$ cat src/rtl/parking_pkg.sv
// parking_pkg
// Shared types and default constants for the parking ramp arbiter.
//   ramp_state_t : ramp FSM states (IDLE, GRANT_IN, GRANT_OUT, TURN)
//   dir_t        : direction of the most recent grant (IN, OUT)
//   DEFAULT_*    : default parameter values for the arbiter
package parking_pkg;

    typedef enum logic [1:0] {
        IDLE      = 2'd0,
        GRANT_IN  = 2'd1,
        GRANT_OUT = 2'd2,
        TURN      = 2'd3
    } ramp_state_t;

    typedef enum logic {
        IN  = 1'b0,
        OUT = 1'b1
    } dir_t;

    localparam int DEFAULT_CAPACITY       = 8;
    localparam int DEFAULT_TIMEOUT_CYCLES = 1000;
    localparam int DEFAULT_TURNAROUND     = 4;

endpackage

$ cat src/rtl/parking_ramp_arbiter_gate_timer.sv
// gate_timer
// Cycle counter used for both the grant timeout and the turnaround hold.
// Counts up from zero while enable is high; expired is high while the
// count sits at LIMIT-1, i.e. during the LIMIT-th enabled cycle.
//   clk     in  : clock, rising edge
//   rst     in  : asynchronous active-high reset
//   clear   in  : synchronous clear to zero (wins over enable)
//   enable  in  : advance the count by one this cycle
//   expired out : count == LIMIT-1 (combinational from the count register)
module gate_timer #(
    parameter int LIMIT = 4
) (
    input  logic clk,
    input  logic rst,
    input  logic clear,
    input  logic enable,
    output logic expired
);

    localparam int W = (LIMIT > 1) ? $clog2(LIMIT) : 1;

    logic [W-1:0] count;

    // The count saturates at LIMIT-1 so it cannot wrap if the owner
    // lingers in the counting state for an extra cycle.
    always_ff @(posedge clk or posedge rst) begin
        if (rst) begin
            count <= '0;
        end else if (clear) begin
            count <= '0;
        end else if (enable && !expired) begin
            count <= count + 1'b1;
        end
    end

    assign expired = (count == W'(LIMIT - 1));

endmodule

$ cat src/rtl/parking_ramp_arbiter.sv
// parking_ramp_arbiter
// Grants a single-lane ramp to the entry or exit lane, opens that lane's
// gate until a passage pulse or timeout, then holds both gates closed for
// a turnaround period. Tracks lot occupancy and blocks entry when full.
//   clk, rst         in  : clock, asynchronous active-high reset
//   entry_req        in  : car waiting at the entry loop (level)
//   exit_req         in  : car waiting at the exit loop (level)
//   car_entered      in  : one-cycle pulse, car passed the entry gate
//   car_exited       in  : one-cycle pulse, car passed the exit gate
//   entry_gate_open  out : entry gate open command
//   exit_gate_open   out : exit gate open command
//   ramp_busy        out : FSM not in IDLE
//   lot_full         out : occupancy == CAPACITY
//   occupancy        out : cars currently in the lot
//   timeout_err      out : one-cycle pulse after a grant expires unused
//   state            out : current FSM state (debug visibility)
// Handshake: requests are levels sampled only in IDLE; passage pulses are
// accepted only in the matching GRANT state and are ignored elsewhere.
module parking_ramp_arbiter
    import parking_pkg::*;
#(
    parameter int CAPACITY       = DEFAULT_CAPACITY,
    parameter int COUNT_W        = $clog2(CAPACITY + 1),
    parameter int TIMEOUT_CYCLES = DEFAULT_TIMEOUT_CYCLES,
    parameter int TURNAROUND     = DEFAULT_TURNAROUND
) (
    input  logic               clk,
    input  logic               rst,
    input  logic               entry_req,
    input  logic               exit_req,
    input  logic               car_entered,
    input  logic               car_exited,
    output logic               entry_gate_open,
    output logic               exit_gate_open,
    output logic               ramp_busy,
    output logic               lot_full,
    output logic [COUNT_W-1:0] occupancy,
    output logic               timeout_err,
    output logic [1:0]         state
);

    localparam logic [1:0] ST_IDLE      = IDLE;
    localparam logic [1:0] ST_GRANT_IN  = GRANT_IN;
    localparam logic [1:0] ST_GRANT_OUT = GRANT_OUT;
    localparam logic [1:0] ST_TURN      = TURN;

    localparam logic [COUNT_W-1:0] CAP = COUNT_W'(CAPACITY);

    logic [1:0]         state_q;
    logic [1:0]         state_next;
    dir_t               last_dir;
    dir_t               dir_next;
    logic [COUNT_W-1:0] occ_next;
    logic               err_next;
    logic               in_grant;
    logic               in_turn;
    logic               grant_expired;
    logic               turn_expired;
    logic               entry_ok;
    logic               exit_ok;

    assign in_grant = (state_q == ST_GRANT_IN) || (state_q == ST_GRANT_OUT);
    assign in_turn  = (state_q == ST_TURN);

    // Both timers are held at zero outside their state, so the count is
    // already zero on the first cycle of each GRANT or TURN.
    gate_timer #(.LIMIT(TIMEOUT_CYCLES)) u_grant_timer (
        .clk     (clk),
        .rst     (rst),
        .clear   (!in_grant),
        .enable  (in_grant),
        .expired (grant_expired)
    );

    gate_timer #(.LIMIT(TURNAROUND)) u_turn_timer (
        .clk     (clk),
        .rst     (rst),
        .clear   (!in_turn),
        .enable  (in_turn),
        .expired (turn_expired)
    );

    assign entry_ok = entry_req && !lot_full;
    assign exit_ok  = exit_req && (occupancy != '0);

    always_comb begin
        state_next = state_q;
        dir_next   = last_dir;
        occ_next   = occupancy;
        err_next   = 1'b0;
        case (state_q)
            ST_IDLE: begin
                // Round-robin on contention: favour the opposite of the
                // direction served last.
                if (entry_ok && exit_ok) begin
                    state_next = (last_dir == OUT) ? ST_GRANT_IN : ST_GRANT_OUT;
                end else if (entry_ok) begin
                    state_next = ST_GRANT_IN;
                end else if (exit_ok) begin
                    state_next = ST_GRANT_OUT;
                end
            end
            ST_GRANT_IN: begin
                // A passage on the expiry cycle takes priority over the timeout.
                if (car_entered) begin
                    if (occupancy != CAP) begin
                        occ_next = occupancy + 1'b1;
                    end
                    dir_next   = IN;
                    state_next = ST_TURN;
                end else if (grant_expired) begin
                    err_next   = 1'b1;
                    dir_next   = IN;
                    state_next = ST_TURN;
                end
            end
            ST_GRANT_OUT: begin
                if (car_exited) begin
                    if (occupancy != '0) begin
                        occ_next = occupancy - 1'b1;
                    end
                    dir_next   = OUT;
                    state_next = ST_TURN;
                end else if (grant_expired) begin
                    err_next   = 1'b1;
                    dir_next   = OUT;
                    state_next = ST_TURN;
                end
            end
            default: begin
                if (turn_expired) begin
                    state_next = ST_IDLE;
                end
            end
        endcase
    end

    // Outputs are registered from the next-state values so they change on
    // the same edge as the state register.
    always_ff @(posedge clk or posedge rst) begin
        if (rst) begin
            state_q         <= ST_IDLE;
            last_dir        <= OUT;
            occupancy       <= '0;
            lot_full        <= 1'b0;
            entry_gate_open <= 1'b0;
            exit_gate_open  <= 1'b0;
            ramp_busy       <= 1'b0;
            timeout_err     <= 1'b0;
        end else begin
            state_q         <= state_next;
            last_dir        <= dir_next;
            occupancy       <= occ_next;
            lot_full        <= (occ_next == CAP);
            entry_gate_open <= (state_next == ST_GRANT_IN);
            exit_gate_open  <= (state_next == ST_GRANT_OUT);
            ramp_busy       <= (state_next != ST_IDLE);
            timeout_err     <= err_next;
        end
    end

    assign state = state_q;

endmodule

$ cat config.mk
export PLATFORM = sky130hd
export DESIGN_NAME = parking_ramp_arbiter
export DESIGN_NICKNAME = d
export VERILOG_FILES = /design/src/rtl/parking_pkg.sv /design/src/rtl/parking_ramp_arbiter_gate_timer.sv /design/src/rtl/parking_ramp_arbiter.sv
export SDC_FILE = /design/constraint.sdc
export NUM_CORES = 1
export LEC_CHECK = 0
export CAP_MARGIN = 5
export CELL_PAD_IN_SITES_DETAIL_PLACEMENT = 0
export CELL_PAD_IN_SITES_GLOBAL_PLACEMENT = 1
export CORE_ASPECT_RATIO = 1.4
export CORE_MARGIN = 4
export CORE_UTILIZATION = 29
export DETAILED_ROUTE_END_ITERATION = 12
export PLACE_DENSITY_LB_ADDON = 0.1
export SLEW_MARGIN = 10
export SYNTH_ARGS = -nofsm -noshare
export SYNTH_HDL_FRONTEND = slang
export SYNTH_SLANG_ARGS = --single-unit
$ cat constraint.sdc
create_clock -name clk -period 2.3 [get_ports clk]
set_clock_uncertainty 0.1 [all_clocks]
set_input_delay 0.575 -clock clk [delete_from_list [all_inputs] [get_ports clk]]
set_output_delay 0.575 -clock clk [all_outputs]
set_load 0.03 [all_outputs]
==> impl_results.md <==
* R2R setup slack at 170 ps
* Clock slew at reported path FFs at 80 ps
* N_diodes at 0
* Setup crit end: occupancy[3]
* CTS tree: yes
* Maxcap violations at 0
* RSZ-0062 raised after global routing: false
* Area leader, netlist: dfrtp_1
* Post-CTS Setup Bufs at 0
* Vias at 1156
* Hold path start: last_dir
* Critical Setup Path Class: register to primary output
* Leakage power at 0.000742 µW
* I/O pin count at 17
* Post-DRT Antenna Nets at 0
* Final cycle utilization of the critical path at 93.6%
* Clk_lat worst skew at 270 ps
* Slew Limit Fails at 0
* Num CTS Buffers at 3
* Seq cells post-synth at 24
* R2R Path Start: occupancy[1]
* Syn nets at 159
* CP Launch Type: register
* Max H-tree Level at 1
* Core area at 0.00464 mm²
* Total GRT Usage at 11.7%
* Post-Synthesis Cells at 145
* DR pass1 iterations at 4
* Crit. Startpoint: occupancy[3]
* Post-Syn Area at 0.00142 mm²
* Top_reg_cell synth: dfrtp_1
* Worst R2R End: lot_full
* CP peak stage delay at 720 ps
* WP depth at 1
* Global-route wire length before repair at 5560 µm
* Cell variety after synth at 46
* Finished Layout Cells at 233
* Number of buffer and inverter stages on the critical path at 1
* Share of cells above drive strength 1 at 12.9%
* Area delta synth->final at 24.1%
* Slowest cell on crit path: clkdlybuf4s50_1
* Setup WS pre-CTS at -61.8 ps
* # DRC at 0
* Post-CTS sizing at 0
* Critical-path cell list: clkdlybuf4s50_1
* Final min period at 2150 ps
* P per Cell Area at 1230 mW/mm²
* Avg Cell Area, Syn at 9.79 µm²
* Maximum number of pins on one net before global-route repair at 14
* Synth top area share at 40.6%
* Worst Setup End Kind: primary output
* Clk sinks at 24
* Row Count at 29
* Nets at 186
* Vias in the first global route at 1157
* DR iter-0 viols at 48
* Required time of the critical path at 1620 ps
* Worst-Margin Slew at 334 ps
* Hold Path Class: register to register
* YS warnings at 0
* Run status: finished clean
* Initial core utilization at 30.5%
* Rel. slew slack at 77.7%
* Setup violations, final at 0
* Synth area leaders: dfrtp_1, ha_1, nor2_1
* Initial antenna violation count at 0
* Setup WS post-layout at 147 ps
* Port buffer count at 16
* Crit path DAT at 1480 ps
* Post-synth ARST share at 100%
* Worst R2R Path Depth at 6
* Max IR drop VDD at 0.556 mV
* Deepest clock path buffer count at 2
* Fmax achieved at 464 MHz
* Hold Violations, Final at 0
* Die footprint at 0.00609 mm²
* Number of enable flip-flop cells after synthesis at 0
* DP Cell Count at 229
* Sequential fraction of the synthesis area at 42.4%
* Delay-heaviest family, CP: buffers and inverters
* DR vias/cell at 4.96
* Final total power at 2170 µW
* Post-cts hold buffer count at 0
* Die Y at 90.8 µm
* Wire length per cell at 14.1 µm
* Die Span X at 67.1 µm
* Gr ovfl total at 0
* Final RePlAce weighted congestion at 0.812
* Fin util at 37.9%
* DP Wirelength at 2630 µm
* Worst Path Max Fanout at 9
* CTS root buf: clkbuf_8
* Routed WL at 3290 µm
## Yosys cell counts, drive strengths merged, types with 2 or more instances
library cell / instances
nand3: 5
dfrtp: 23
a21oi: 6
nand2b: 3
nor2b: 2
inv: 8
nand4: 4
o21ai: 5
or3b: 3
nor4b: 2
clkbuf: 3
nand3b: 3
a21boi: 3
o311ai: 2
ha: 8
or3: 4
xnor2: 5
mux2i: 3
nor2: 12
and3: 2
and3b: 2
o21a: 2
nand2: 10
nor3: 5
a31oi: 2
## metal layers
metal  wire (µm)  global-route usage (%)  share of wire [%]  vias to the layer above
li1            -                       -                  -                      580
met1        1420                    14.5                 43                      553
met2        1710                    19.5                 52                       17
met3          82                    1.99                2.5                        6
met4          69                    4.74                2.1                        0
met5           0                       0                  0                        -
## power breakdown
| part | switching (µW) | total (µW) | leakage [µW] | internal [µW] |
|---|---|---|---|---|
| Combinational | 698 | 1250 | 0.000404 | 551 |
| Sequential | 112 | 658 | 0.000315 | 546 |
| Clock | 135 | 259 | 0.0000228 | 124 |
| Total | 945 | 2170 | 0.000742 | 1220 |
## kinds of logic (layout without fill, tap and decap cells)
group / after synthesis / count (layout) / synth area share [%]
buffers and inverters: 12 / 38 / 3.26
and+or+nand+nor: 61 / 61 / 24.1
DFF: 24 / 24 / 42.4
AOI/OAI and AO/OA: 30 / 30 / 16.6
adders and majority gates: 8 / 8 / 7.05
xor gates and xnor gates: 6 / 6 / 3.70
muxes: 4 / 4 / 2.91
## metrics by stage
stage / area, µm² / hold WS [ps] / setup TNS, ps
2_1_floorplan: 1420 / 396 / 0
3_3_place_gp: 1720 / 419 / -69.0
3_5_place_dp: 1720 / 421 / -61.8
4_1_cts: 1760 / 433 / 0
5_1_grt: 1760 / 454 / 0
6_report: 1760 / 427 / 0
## cells in the final DEF (no fill, tap or decap), types with 3 or more instances in the layout
master           count
nor3_1               5
o21ai_0              5
dfrtp_1             23
nand4_1              4
xnor2_1              5
a21oi_1              6
nand3b_1             3
ha_1                 8
nand3_1              5
nor2_1              12
clkbuf_8             3
nand2_1             10
nand2b_1             3
inv_1                8
a21boi_0             3
mux2i_1              3
clkdlybuf4s50_1     16
buf_4               10
or3_1                3
## sequential cells by signal, summed over array words and instances, names as in the netlist
name                 flops
u_grant_timer.count     10
occupancy                4
state                    2
u_turn_timer.count       2
entry_gate_open          1
exit_gate_open           1
last_dir                 1
lot_full                 1
ramp_busy                1
timeout_err              1
## how the worst min path moves through the flow
stage | to | slack (ps) | cells after the start
4_1_cts | last_dir | 430 | 1
2_1_floorplan | last_dir | 400 | 1
6_report | last_dir | 430 | 1
3_3_place_gp | last_dir | 420 | 1
5_1_grt | last_dir | 450 | 1
3_5_place_dp | last_dir | 420 | 1
## final cells by class
class                   instances  area, µm²
fillers                       506       2880
multi-input cells             109        771
flip-flops and latches         24        602
repair buffers                 26        235
well taps                      62       77.6
clock buffers                   4       45.0
inverters                       8       30.0
Note: power is estimated with default switching activity, not from simulation.
